$ cat config.mk
export PLATFORM = sky130hd
export DESIGN_NAME = uart_status_tx
export DESIGN_NICKNAME = d
export VERILOG_FILES = /design/src/rtl/uart_status_tx.sv
export SDC_FILE = /design/constraint.sdc
export NUM_CORES = 1
export LEC_CHECK = 0
export ABC_CLOCK_PERIOD_IN_PS = 11100
export BUFFER_PORTS_ARGS = -buffer_cell sky130_fd_sc_hd__buf_2
export CAP_MARGIN = 20
export CORE_ASPECT_RATIO = 0.75
export CORE_UTILIZATION = 55
export DETAILED_ROUTE_END_ITERATION = 10
export GPL_ROUTABILITY_DRIVEN = 0
export GPL_TIMING_DRIVEN = 1
export HOLD_SLACK_MARGIN = 0.06
export MAX_ROUTING_LAYER = met4
export PLACE_DENSITY = 0.72
export SYNTH_ARGS = -nofsm -noshare
export SYNTH_HDL_FRONTEND = slang
export SYNTH_SLANG_ARGS = --single-unit
$ cat constraint.sdc
create_clock -name clk -period 11.1 [get_ports clk]
set_clock_uncertainty 0.1 [all_clocks]
set_input_delay 0 -clock clk [delete_from_list [all_inputs] [get_ports clk]]
set_output_delay 0 -clock clk [all_outputs]
set_load 0.1 [all_outputs]
$ cat src/rtl/uart_status_tx.sv
// rtl/uart_status_tx.sv - 8N1 UART framer that snapshots a 32-bit status word and sends it as a 6-byte frame
module uart_status_tx #(
  parameter int          CLKS_PER_BIT = 10416,
  parameter logic [7:0]  HEADER       = 8'hA5
) (
  input  logic        clk,
  input  logic        reset_n,
  input  logic        send,
  input  logic [31:0] state,
  output logic        tx,
  output logic        busy,
  output logic        done
);

  localparam int CW = (CLKS_PER_BIT > 1) ? $clog2(CLKS_PER_BIT) : 1;
  localparam logic [CW-1:0] BAUD_LAST = CW'(CLKS_PER_BIT - 1);

  typedef enum logic [1:0] {S_IDLE, S_START, S_DATA, S_STOP} fsm_e;

  fsm_e         fsm_q, fsm_d;
  logic [CW-1:0] baud_q, baud_d;
  logic [2:0]   bit_idx_q, bit_idx_d;
  logic [2:0]   byte_idx_q, byte_idx_d;
  logic [31:0]  snap_q, snap_d;
  logic         tx_q, tx_d;
  logic         busy_q, busy_d;
  logic         done_q, done_d;
  logic         baud_last;
  logic [7:0]   next_byte;

  assign baud_last = (baud_q == BAUD_LAST);

  always_comb begin
    fsm_d      = fsm_q;
    baud_d     = baud_q;
    bit_idx_d  = bit_idx_q;
    byte_idx_d = byte_idx_q;
    snap_d     = snap_q;
    done_d     = 1'b0;
    case (fsm_q)
      S_IDLE: begin
        if (send && !busy_q) begin
          snap_d     = state;
          byte_idx_d = 3'd0;
          bit_idx_d  = 3'd0;
          baud_d     = '0;
          fsm_d      = S_START;
        end
      end
      S_START: begin
        if (baud_last) begin
          baud_d    = '0;
          bit_idx_d = 3'd0;
          fsm_d     = S_DATA;
        end else begin
          baud_d = baud_q + 1'b1;
        end
      end
      S_DATA: begin
        if (baud_last) begin
          baud_d = '0;
          if (bit_idx_q == 3'd7) fsm_d = S_STOP;
          else                   bit_idx_d = bit_idx_q + 3'd1;
        end else begin
          baud_d = baud_q + 1'b1;
        end
      end
      S_STOP: begin
        if (baud_last) begin
          baud_d = '0;
          if (byte_idx_q == 3'd5) begin
            byte_idx_d = 3'd0;
            fsm_d      = S_IDLE;
            done_d     = 1'b1;
          end else begin
            byte_idx_d = byte_idx_q + 3'd1;
            fsm_d      = S_START;
          end
        end else begin
          baud_d = baud_q + 1'b1;
        end
      end
      default: fsm_d = S_IDLE;
    endcase
  end

  // Outputs are derived from the next state so tx/busy change on the same edge as the FSM.
  always_comb begin
    case (byte_idx_d)
      3'd0:    next_byte = HEADER;
      3'd1:    next_byte = snap_d[31:24];
      3'd2:    next_byte = snap_d[23:16];
      3'd3:    next_byte = snap_d[15:8];
      3'd4:    next_byte = snap_d[7:0];
      3'd5:    next_byte = snap_d[31:24] ^ snap_d[23:16] ^ snap_d[15:8] ^ snap_d[7:0];
      default: next_byte = HEADER;
    endcase
    case (fsm_d)
      S_START: tx_d = 1'b0;
      S_DATA:  tx_d = next_byte[bit_idx_d];
      default: tx_d = 1'b1;
    endcase
    busy_d = (fsm_d != S_IDLE);
  end

  always_ff @(posedge clk or negedge reset_n) begin
    if (!reset_n) begin
      fsm_q      <= S_IDLE;
      baud_q     <= '0;
      bit_idx_q  <= 3'd0;
      byte_idx_q <= 3'd0;
      snap_q     <= 32'd0;
      tx_q       <= 1'b1;
      busy_q     <= 1'b0;
      done_q     <= 1'b0;
    end else begin
      fsm_q      <= fsm_d;
      baud_q     <= baud_d;
      bit_idx_q  <= bit_idx_d;
      byte_idx_q <= byte_idx_d;
      snap_q     <= snap_d;
      tx_q       <= tx_d;
      busy_q     <= busy_d;
      done_q     <= done_d;
    end
  end

  assign tx   = tx_q;
  assign busy = busy_q;
  assign done = done_q;

endmodule

# After elaboration in Yosys (flattened, before gate mapping)
# Index checks and enable logic that the tools add are counted.
# Widths: inputs -> output; s select.
dict set report totals {
  wordCells 62
  inputBits 35
  regBits 57
  output_inout_bits 3
}
dict set report op_classes {
  muxes 28
  bitwise_logic 3
  reduce_logical 5
  order_cmp 1
  n_eq_ne 14
  addsub 3
}
# operator count
set ops {}
lappend ops {{$mux 32} 2}
lappend ops {{$pmux 8 s5} 1}
lappend ops {{$mux 14} 2}
lappend ops {{$pmux 14 s2} 1}
lappend ops {{$xor 8x8->8} 3}
lappend ops {{$mux 3} 7}
lappend ops {{$add 14x1->14 const B} 1}
lappend ops {{$eq 14x14->1 const B} 1}
lappend ops {{$eq 3x3->1 const B} 4}
lappend ops {{$mux 2} 5}
lappend ops {{$pmux 3 s3} 1}
lappend ops {{$pmux 2 s4} 1}
lappend ops {{$add 3x1->3 const B} 2}
lappend ops {{$eq 2x2->1 const B} 3}
lappend ops {{$eq 3x2->1 const B} 2}
lappend ops {{$pmux 3 s2} 1}
lappend ops {{$mux 1} 5}
lappend ops {{$eq 2x1->1 const B} 2}
lappend ops {{$lt 3x4->1 const B} 1}
lappend ops {{$bmux 1 s3} 1}
lappend ops {{$eq 3x1->1 const B} 1}
lappend ops {{$reduce_or 3->1} 1}
lappend ops {{$logic_not 2->1} 1}
lappend ops {{$ne 2x2->1 const B} 1}
lappend ops {{other kinds (4)} 4}

# Logic depth before layout (Yosys ltp)
dict set report logic_depth {
  ltp_word 11
  depth_mapped 14
  ltp_nobuf 12
}

# Worst setup path after synthesis
# Ideal clock, no wire load.
dict set report synth_timing {
  path_type {flip-flop to flip-flop}
  startpoint {register busy_q, in the netlist busy}
  endpoint {register tx_q, in the netlist tx}
  path_slack_ns 7.443
  setup_ns 0.096
  n_path_buf 3
  required_time_ns 10.904
  arrival_ns 3.462
  period_less_slack_ns 3.657
  stages_incl_launch_ff 11
  path_cell_list {dfrtp_1 -> nand3b_1 -> clkbuf_1 -> clkbuf_1 -> clkbuf_1 -> mux2_2 -> and2_1 -> a2111oi_0 -> a21oi_1 -> o2111ai_2 -> o2111ai_2}
}
dict set report synth_between {
  elab_chain_len 11
  word_cells_on_any_way 24
  cone_classes {eq/ne: 7; mux: 12; bitwise: 3; reduce/logical: 2}
}
# element line
set synth_rtl {}
lappend synth_rtl {{start, declared} 26} ;# logic busy_q, busy_d;
lappend synth_rtl {{start signal, assigned} 123} ;# busy_q <= busy_d;
lappend synth_rtl {{$logic_not 1->1 *} 42} ;# if (send && !busy_q) begin
lappend synth_rtl {{$logic_and 1x1->1 *} 42}
lappend synth_rtl {{$mux 32 *} 42}
lappend synth_rtl {{$mux 32 *} 40} ;# case (fsm_q)
lappend synth_rtl {{via snap_d[27]} 24} ;# logic [31:0] snap_q, snap_d;
lappend synth_rtl {{$xor 8x8->8 (3 in a row)} 95} ;# 3'd5: next_byte = snap_d[31:24] ^ snap_d[23:16] ^ snap_d[15:8] ^ snap_d[7:0];
lappend synth_rtl {{$pmux 8 s5 *} 89} ;# case (byte_idx_d)
lappend synth_rtl {{$bmux 1 s3 *} 100} ;# S_DATA: tx_d = next_byte[bit_idx_d];
lappend synth_rtl {{$mux 1 (implied by the code) *} 100}
lappend synth_rtl {{$pmux 1 s2 *} 98} ;# case (fsm_d)
lappend synth_rtl {{via tx_d} 25} ;# logic tx_q, tx_d;
lappend synth_rtl {{end signal, assigned} 122} ;# tx_q <= tx_d;
lappend synth_rtl {{end, declared} 25}
# The timed path passes the listed nets; every way through them passes the cells marked *. The select of a mux whose other input is x is not followed.
# A chain may end at the register's enable or synchronous reset.

# Worst setup path after layout
dict set report layout_timing {
  startpoint {register baud_q[4]}
  endpoint {register tx_q, in the netlist tx}
}
dict set report layout_between {
  elab_chain_len 8
  word_cells_on_any_way 21
  cone_classes {eq/ne: 8; mux: 13}
}
# element line
set layout_rtl {}
lappend layout_rtl {{start, declared} 21} ;# logic [CW-1:0] baud_q, baud_d;
lappend layout_rtl {{start signal, assigned} 118} ;# baud_q <= baud_d;
lappend layout_rtl {{$eq 14x14->1 *} 31} ;# assign baud_last = (baud_q == BAUD_LAST);
lappend layout_rtl {{$mux 3} 69} ;# if (baud_last) begin
lappend layout_rtl {{$pmux 3 s2} 40}
lappend layout_rtl {{$eq 3x3->1 (tied with other cells)} 89}
lappend layout_rtl {{$pmux 8 s5} 89}
lappend layout_rtl {{$bmux 1 s3} 100}
lappend layout_rtl {{$mux 1 (implied by the code)} 100}
lappend layout_rtl {{$pmux 1 s2 *} 98}
lappend layout_rtl {{via tx_d} 25}
# Marked as above.

==> qor.yml <==
status:
  status: "completed"
logic_synthesis:
  synth-seq-area-share: 0.395
  yosysMostFrequentCell: "dfrtp_1"
  netlist_instances: 378
  synth_seq_cells: 57
  synth_edf_count: 0
  async_flop_share: 1.00
  synth_top_area_cell: "dfrtp_1"
  synthTopCellsByArea: "dfrtp_1, mux2_2, xnor2_1, mux2i_1, o21ai_0"
  yosysTopAreaCellShare: 0.387
  yosys_warnings: 0
  avgSynthCellArea_sq_um: 9.57
  synthFlopType: "dfrtp_1"
  ys_types: 64
  netlist_top_cells_count: "dfrtp_1, nor2_1, nand2_1"
  syn_area_sq_mm: 0.00362
  syn-num-nets: 420
clocking:
  cts.sink_count: 57
  cts_buffers: 9
  path_clk_slew_ns: 0.06
  cts.root.buffer_cell: "clkbuf_8"
  cts_buffer_depth: 2
  post-cts-setup-buffers: 0
  cts_tree: "yes"
  ctsHtreeMaxLevel: 3
  clk-insertion-delay-late_ns: 0.34
power_and_ir_drop:
  leakage_nw: 2.17
  p_switching_w: 0.0000914
  finalPower_w: 0.000411
  internal-power_w: 0.000319
  p_per_area_mw_per_mm2: 93.9
  p_comb_frac: 0.059
  sequentialPowerShare: 0.506
  p_sw_frac: 0.223
  p_clk_frac: 0.434
  ir_worst_vdd_uv: 60.9
timing:
  timing.setup.tns_ns: 0
  finalCritPeriodShare: 0.337
  max_freq_ghz: 0.267
  finalSetupViolCount: 0
  setup_slack_ns: 7.36
  tightest_slew_ns: 0.713
  hold_viol_final: 0
  rsz0062_at_grt: "no"
  layout_min_cycle_time_ns: 3.74
  hold_ws_ns: 0.226
  relSlewSlack: 0.525
  slew_violations: 0
floorplan:
  core-area_sq_mm: 0.00632
  ioPinCount: 38
  dieHeight_um: 72.2
  die_area_sq_mm: 0.00691
  start_util: 0.572
  rows: 25
  die_w_um: 95.6
final_layout:
  register_area_sq_mm: 0.00143
  fill_cells: 495
  multi_input_area_sq_mm: 0.00204
  area_delta_synth_final_pct: 20.9
  final_core_util: 0.692
  drive_gt1_frac: 0.208
  diodes: 0
  nets: 489
critical_path:
  reg2reg_from: "baud_q[4]"
  cp-end-kind: "register"
  cp.required_ns: 11.25
  crit_fanout: 9
  start_kind: "register"
  r2r_slack_ns: 7.36
  rr_endpoint: "tx"
  cp.arrival_ns: 3.89
  critPathKind: "reg -> reg"
  startpoint: "baud_q[4]"
  reg2regPathDepth: 9
global_routing:
  overflow: 0
  grt_pass1_wl_mm: 13.7
  grt_pass1_vias: 2778
  grt_max_degree: 58
  grtUsageTotal: 0.271
  antenna_found_initial: 0
route:
  drc: 0
  vias: 3121
  ant_nets: 0
  post_drt_wl_per_cell_um: 15.9
  viasPerCell: 5.87
  routed_wl_mm: 8.46
  firstDrtPassIters: 5
  drt-initial-drc-count: 252
placed_design:
  io_buffers: 37
  pre_cts_ws_ns: 7.40
  dp_hpwl_mm: 5.84
hold_path:
  hold_class: "in -> async"
run:
  cap_viol_max_count: 0
[critical path, cell delays in order, from the launching register on]
cell	delay [ns]
dfrtp_1	0.43
or4b_4	0.59
or4_4	0.50
a211o_4	0.39
a211oi_4	0.43
a21bo_1	0.25
or4_1	0.46
a211o_1	0.31
o2111ai_2	0.07
o2111ai_2	0.12
[what timing repair did]
item                       CTS  global route
hold endpoints to repair    88             0
hold buffers                33             0
gates resized for setup      0             0
setup endpoints to repair    0             0
[cells in the final DEF (no fill, tap or decap), types with 7 or more instances in the layout]
master,count
nand3_1,13
mux2i_1,12
nand2_1,25
nor2_1,27
inv_1,23
dlygate4sd3_1,33
mux2_2,24
clkbuf_8,12
xor2_1,12
buf_2,37
a21oi_1,20
dfrtp_1,56
xnor2_1,23
o21ai_0,22
ha_1,7
[sequential cells by signal, indices dropped and copies added, names as in the netlist]
| register | flops |
|---|---|
| baud_q | 14 |
| bit_idx_q | 3 |
| busy | 1 |
| byte_idx_q | 3 |
| done | 1 |
| fsm_q | 2 |
| snap_q | 32 |
| tx | 1 |
[worst max path at each step]
stage          slack [ns]  depth (start not counted)  endpoint
2_1_floorplan        7.44                         10        tx
3_3_place_gp         7.46                          9        tx
6_report             7.36                          9        tx
4_1_cts              7.38                          9        tx
3_5_place_dp         7.40                          9        tx
5_1_grt              7.19                         10        tx
[layer usage]
layer	share of wire	up-vias	global-route usage
met5	0	-	-
met3	0.061	8	0.0692
met4	0.011	0	0.0779
met2	0.42	104	0.353
li1	-	1504	-
met1	0.51	1505	0.409
[final cells by class]
type                    instances  area share
well taps                      81      0.0232
clock inverters                 3     0.00343
repair buffers                 73       0.123
flip-flops and latches         57       0.327
multi-input cells             283       0.466
clock buffers                  12      0.0378
inverters                      23      0.0197
[power by group through the flow]
stage,sequential (W),combinational (W),clock (W)
2_1_floorplan,0.000212,0.00000359,0
3_3_place_gp,0.000212,0.0000151,0
3_5_place_dp,0.000212,0.0000155,0
4_1_cts,0.000208,0.0000244,0.000181
5_1_grt,0.000208,0.0000272,0.000188
6_report,0.000208,0.0000244,0.000178
[cells by family (layout without fill, tap and decap cells)]
family / count (synthesis) / in the layout / share of synthesized area
and+or+nand+nor: 112 / 112 / 0.162
AOI/OAI and AO/OA: 93 / 93 / 0.185
DFF: 57 / 57 / 0.395
buffers and inverters: 38 / 111 / 0.0418
muxes: 36 / 36 / 0.108
xor gates and xnor gates: 35 / 35 / 0.0847
adders and majority gates: 7 / 7 / 0.0242
[stage by stage]
step,std cells,cell area [sq um]
after detailed placement,484,3860
after global routing,532,4370
final,532,4370
after CTS,532,4370
after global placement,484,3860
after floorplan,378,3620
No activity file was read; power rests on OpenSTA's default activity.
